## src/rtl/truth_table_sweeper_if.sv

```systemverilog
`default_nettype none
// ============================================================================
// Module      : truth_table_sweeper_if
// Description : Control/stimulus bundle between a sweep controller and its
//               user. Carries start/gray/pause requests, the function
//               block's Y return, the B/C/D stimulus, and the status and
//               result outputs (busy, done, table_out, ones_cnt).
//               slave  : the sweeper side (drives stimulus and results)
//               master : the user side (drives requests and Y)
// Revision    : 1.0  initial release
// ============================================================================
interface truth_table_sweeper_if;
  logic       start;
  logic       gray;
  logic       pause;
  logic       Y;
  logic       B;
  logic       C;
  logic       D;
  logic       busy;
  logic       done;
  logic [7:0] table_out;
  logic [3:0] ones_cnt;

  modport slave (
    input  start, gray, pause, Y,
    output B, C, D, busy, done, table_out, ones_cnt
  );

  modport master (
    output start, gray, pause, Y,
    input  B, C, D, busy, done, table_out, ones_cnt
  );
endinterface
`default_nettype wire

```

## src/rtl/truth_table_sweeper.sv

```systemverilog
`default_nettype none
// ============================================================================
// Module      : truth_table_sweeper
// Description : Drives a 3-input combinational block through all eight
//               input codes (binary or Gray order), holds each code for
//               SETTLE cycles, samples Y, and builds an 8-bit truth table
//               indexed by the applied code plus a count of ones.
// Ports       : clk   - rising-edge clock
//               rst_n - asynchronous active-low reset
//               bus   - truth_table_sweeper_if.slave
//                       in : start, gray, pause, Y
//                       out: B, C, D (registered code, B = MSB), busy,
//                            done (1-cycle pulse), table_out[7:0],
//                            ones_cnt[3:0]
// Parameters  : SETTLE - hold cycles per vector before sampling (1..15)
// Revision    : 1.0  initial release
// ============================================================================
module truth_table_sweeper #(
  parameter int SETTLE = 1
) (
  input  wire logic            clk,
  input  wire logic            rst_n,
  truth_table_sweeper_if.slave bus
);

  localparam logic [3:0] C_SCNT_LAST = 4'(SETTLE - 1);

  typedef enum logic [1:0] {
    S_IDLE   = 2'd0,
    S_WAIT   = 2'd1,
    S_SAMPLE = 2'd2,
    S_DONE   = 2'd3
  } state_t;

  state_t     r_state;
  logic [2:0] r_idx;
  logic [3:0] r_scnt;
  logic       r_gm;
  logic [2:0] r_code;
  logic       r_busy;
  logic       r_done;
  logic [7:0] r_table;
  logic [3:0] r_ones;

  logic [2:0] w_idx_next;

  assign w_idx_next = r_idx + 3'd1;

  // Code applied for a given index: plain binary, or reflected Gray.
  function automatic logic [2:0] f_code(input logic [2:0] idx, input logic gm);
    return gm ? (idx ^ (idx >> 1)) : idx;
  endfunction

  always_ff @(posedge clk or negedge rst_n) begin
    if (!rst_n) begin
      r_state <= S_IDLE;
      r_idx   <= 3'd0;
      r_scnt  <= 4'd0;
      r_gm    <= 1'b0;
      r_code  <= 3'd0;
      r_busy  <= 1'b0;
      r_done  <= 1'b0;
      r_table <= 8'd0;
      r_ones  <= 4'd0;
    end else begin
      r_done <= 1'b0;
      case (r_state)
        S_IDLE: begin
          if (bus.start) begin
            r_idx   <= 3'd0;
            r_gm    <= bus.gray;
            r_table <= 8'd0;
            r_ones  <= 4'd0;
            r_scnt  <= 4'd0;
            r_code  <= 3'd0;  // code(0) is 000 in both orders
            r_busy  <= 1'b1;
            r_state <= S_WAIT;
          end
        end
        S_WAIT: begin
          if (!bus.pause) begin
            if (r_scnt == C_SCNT_LAST) begin
              r_scnt  <= 4'd0;
              r_state <= S_SAMPLE;
            end else begin
              r_scnt <= r_scnt + 4'd1;
            end
          end
        end
        S_SAMPLE: begin
          if (!bus.pause) begin
            // Index by the applied code so both orders give the same table.
            r_table[r_code] <= bus.Y;
            r_ones          <= r_ones + {3'd0, bus.Y};
            if (r_idx == 3'd7) begin
              r_busy  <= 1'b0;
              r_done  <= 1'b1;
              r_state <= S_DONE;
            end else begin
              r_idx   <= w_idx_next;
              r_code  <= f_code(w_idx_next, r_gm);
              r_state <= S_WAIT;
            end
          end
        end
        S_DONE: begin
          r_state <= S_IDLE;
        end
        default: begin
          r_state <= S_IDLE;
        end
      endcase
    end
  end

  assign bus.B         = r_code[2];
  assign bus.C         = r_code[1];
  assign bus.D         = r_code[0];
  assign bus.busy      = r_busy;
  assign bus.done      = r_done;
  assign bus.table_out = r_table;
  assign bus.ones_cnt  = r_ones;

endmodule
`default_nettype wire

```

## src/flat_wrapper.sv

```systemverilog
// flat-port wrapper written by rule: the top's interface ports become plain ports
module truth_table_sweeper_flat 
#(
  parameter int SETTLE = 1
)
  (clk, rst_n, bus_start, bus_gray, bus_pause, bus_Y, bus_B, bus_C, bus_D, bus_busy, bus_done, bus_table_out, bus_ones_cnt);
  truth_table_sweeper_if bus_i ();
  input  wire logic clk;
  input  wire logic rst_n;
  input wire logic [$bits(bus_i.start)-1:0] bus_start;
  input wire logic [$bits(bus_i.gray)-1:0] bus_gray;
  input wire logic [$bits(bus_i.pause)-1:0] bus_pause;
  input wire logic [$bits(bus_i.Y)-1:0] bus_Y;
  output wire logic [$bits(bus_i.B)-1:0] bus_B;
  output wire logic [$bits(bus_i.C)-1:0] bus_C;
  output wire logic [$bits(bus_i.D)-1:0] bus_D;
  output wire logic [$bits(bus_i.busy)-1:0] bus_busy;
  output wire logic [$bits(bus_i.done)-1:0] bus_done;
  output wire logic [$bits(bus_i.table_out)-1:0] bus_table_out;
  output wire logic [$bits(bus_i.ones_cnt)-1:0] bus_ones_cnt;
  assign bus_i.start = bus_start;
  assign bus_i.gray = bus_gray;
  assign bus_i.pause = bus_pause;
  assign bus_i.Y = bus_Y;
  assign bus_B = bus_i.B;
  assign bus_C = bus_i.C;
  assign bus_D = bus_i.D;
  assign bus_busy = bus_i.busy;
  assign bus_done = bus_i.done;
  assign bus_table_out = bus_i.table_out;
  assign bus_ones_cnt = bus_i.ones_cnt;
  truth_table_sweeper #(.SETTLE(SETTLE)) u_core (.clk(clk), .rst_n(rst_n), .bus(bus_i));
endmodule
```

## config.mk

```make
export PLATFORM = sky130hd
export DESIGN_NAME = truth_table_sweeper_flat
export DESIGN_NICKNAME = d
export VERILOG_FILES = /design/src/rtl/truth_table_sweeper_if.sv /design/src/rtl/truth_table_sweeper.sv /design/src/flat_wrapper.sv
export SDC_FILE = /design/constraint.sdc
export NUM_CORES = 1
export LEC_CHECK = 0
export ABC_AREA = 1
export CORE_MARGIN = 2
export CORE_UTILIZATION = 52
export CTS_CLUSTER_SIZE = 20
export DETAILED_ROUTE_END_ITERATION = 10
export PLACE_DENSITY = 0.75
export REMOVE_ABC_BUFFERS = 1
export SLEW_MARGIN = 20
export SYNTH_ARGS = -nofsm -noshare
export SYNTH_HDL_FRONTEND = slang
export SYNTH_SLANG_ARGS = --single-unit
```

## constraint.sdc

```tcl
create_clock -name clk -period 1.7 [get_ports clk]
set_input_delay 0.51 -clock clk [delete_from_list [all_inputs] [get_ports clk]]
set_output_delay 0.51 -clock clk [all_outputs]
set_load 0.02 [all_outputs]
```

==> qor.csv <==
metric,value,unit
n_antenna_cell,0,
fin_util,0.6609,
ys.flop_type,dfrtp_1,
synth_warnings,0,
numCtsBuffers,3,
die-area,3185,µm²
crit_path_end_kind,primary output,
hold_ws,0.4868,ns
cts_tree,yes,
start_util,0.5324,
worst_clock_skew,0.004535,ns
cp_slowest_cell,dfrtp_1,
postCtsHoldBufs,0,
ir_worst_vdd,1077,µV
crit_arrival,1.08,ns
design_area,1775,µm²
yosysTopAreaCellShare,0.4549,
finalSetupTns,0,ns
vias_per_cell,5.012,
fin_crit_sh,0.9380,
syn-cell-area,1430,µm²
reg2reg_depth,5,
drt_iter0_drc,22,
placed_cell_area,1774,µm²
stdcell_count,260,
async_flop_share,1.000,
grt-ovfl-total,0,
hold_end,u_core.bus.table_out[4]$_DFFE_PN0P_,
worst_pin_slew,0.3302,ns
drc,0,
worstSkewPairLatency,0.31,ns
synth-edff-count,0,
clk_pin_slew_worst_paths,0.13,ns
netlist_top_cells_count,"80 x nand2_1, 26 x dfrtp_1, 21 x inv_1, 19 x nand3_1, 10 x nor2_1",
ys_top_cells_by_area,"dfrtp_1 45%, nand2_1 21%, nand3_1 6.6%, ha_1 6.1%, inv_1 5.5%",
fmax,627.1,MHz
synth_top_area_cell,dfrtp_1,
critPathLaunchType,register,
drtPass1Iterations,4,
crit_chain,dlygate4sd2_1,
grt_pass1_vias,1371,
yosysMostFrequentCell,nand2_1,
report.final.hold_viol_count,0,
dieHeight,56.44,µm
synth_cells,193,
leakage,1.068,nW
cts_sinks,26,
ys_seq_area_frac,0.4549,
core-area,2686,µm²
maxCapViolCount,0,
finalCriticalPeriod,1.595,ns
htree_levels,1,
layout.nets,244,
hold_start,u_core.bus.table_out[4]$_DFFE_PN0P_,
routed_wl,2.785,mm
dr_total_vias,1303,
rows,19,
drv_slew,0,
fill_cells,252,
die_w,56.44,µm
antenna_left,0,
rr_endpoint,u_core.r_idx[1]$_DFFE_PN0P_,
r2r_setup_slack,0.23,ns
synth-seq-cells,26,
crit_fanout,4,
antenna_found_initial,0,
rsz0062_at_grt,false,
multi_input_area,680.7,µm²
ios,23,
dp.cells,257,
worstPathRequired,1.19,ns
port_buffers,22,
powerDensity,1121,nW/µm²
whs_path_depth,2,
status,finished clean,
crit_buf_inv,1,
grt_pass1_wl,5.492,mm
syn2layout_area_growth,24.15,%
grt_max_degree,27,
crit_type,reg2out,
setup_viol,0,
min_path_type,reg2reg,
track_usage,0.2122,
maxSlewHeadroom,0.7798,
ys_types,19,
cp_top_family,flip-flops,
worstReg2RegStart,u_core.r_idx[0]$_DFFE_PN0P_,
hpwlAfterDp,2.227,mm
cp.depth,1,
wl_per_cell,10.71,µm
root_buffer,clkbuf_4,
place.gp.congestion,0.8197,
clk_path_buf_depth,2,
drive_gt1_frac,0.1092,
max_stage_delay,0.44,ns
syn_avg_cell_area,7.410,µm²
seqCellArea,650.6,µm²
[logic make-up after synthesis]
logic type	share of synthesized area
AOI/OAI and AO/OA	0.03675
adders and majority gates	0.06124
DFF	0.4549
xor gates and xnor gates	0.006125
buffers and inverters	0.06911
and+or+nand+nor	0.3718
[layout by cell type (no fill, tap or decap), drive strengths merged, types with 2 or more instances in the layout]
cell,n
nand2,83
dfrtp,26
inv,25
nand3,19
dlygate4sd2,17
buf,12
nor2,12
ha,7
o21ai,6
nand4,5
clkdlybuf4s50,5
a21oi,3
clkbuf,3
nor3,2
[metal layers]
metal | routed length (µm) | global-route usage | part of all wire
met5 | 0 | 0 | 0
met4 | 27 | 0.07143 | 0.0097
met3 | 90 | 0.02535 | 0.032
met2 | 1384 | 0.3704 | 0.50
met1 | 1282 | 0.2706 | 0.46
[timing repair]
action | CTS | global route
setup buffers | 0 | 0
resized for setup | 17 | 0
endpoints found under the setup margin | 17 | 0
[stage by stage]
stage | power [mW] | setup WS [ns]
5_1_grt | 2.178 | 0.05129
3_5_place_dp | 1.795 | 0.006366
6_report | 1.991 | 0.1054
3_3_place_gp | 1.767 | 0.03484
2_1_floorplan | 1.447 | 0.3565
4_1_cts | 2.013 | 0.09102
[worst reg2reg max path, cell delays in order (launching register included)]
cell and delay (ns):
dfrtp_1 0.43, ha_1 0.23, ha_1 0.20, nor3_1 0.29, nand4_1 0.15, nand2_1 0.11
[sequential cells by signal, summed over array words and instances, names as in the netlist]
| name | count |
|---|---|
| u_core.r_state | 2 |
| u_core.r_idx | 2 |
| u_core.r_gm | 1 |
| u_core.bus.done | 1 |
| u_core.bus.busy | 1 |
| u_core.bus.ones_cnt | 4 |
| u_core.r_code | 3 |
| u_core.bus.table_out | 8 |
| u_core.r_scnt | 4 |
[report_power, final]
group	internal, mW	switching, mW
clock	0.0828	0.166
sequential	0.720	0.0959
combinational	0.334	0.592
[final cells by class]
class                      instances  share of cell area
clock buffer                       3             0.01269
tap                               31             0.02185
multi-input combinational        141              0.3834
timing repair buffer              34              0.1628
sequential                        26              0.3665
inverter                          25             0.05285
[worst max path at each step]
| stage | endpoint | slack, ns | from |
|---|---|---|---|
| after floorplan | u_core.r_code[0]$_DFFE_PN0P_ | 0.36 | u_core.r_state[1]$_DFFE_PN0P_ |
| after global placement | u_core.bus.ones_cnt[1]$_DFFE_PN0P_ | 0.03 | bus_Y |
| after detailed placement | u_core.r_idx[1]$_DFFE_PN0P_ | 0.006 | bus_pause |
| after global routing | bus_ones_cnt[1] | 0.05 | u_core.bus.ones_cnt[1]$_DFFE_PN0P_ |
| final | bus_ones_cnt[1] | 0.11 | u_core.bus.ones_cnt[1]$_DFFE_PN0P_ |
| after CTS | bus_ones_cnt[1] | 0.09 | u_core.bus.ones_cnt[1]$_DFFE_PN0P_ |
Note: power is estimated with default switching activity, not from simulation.
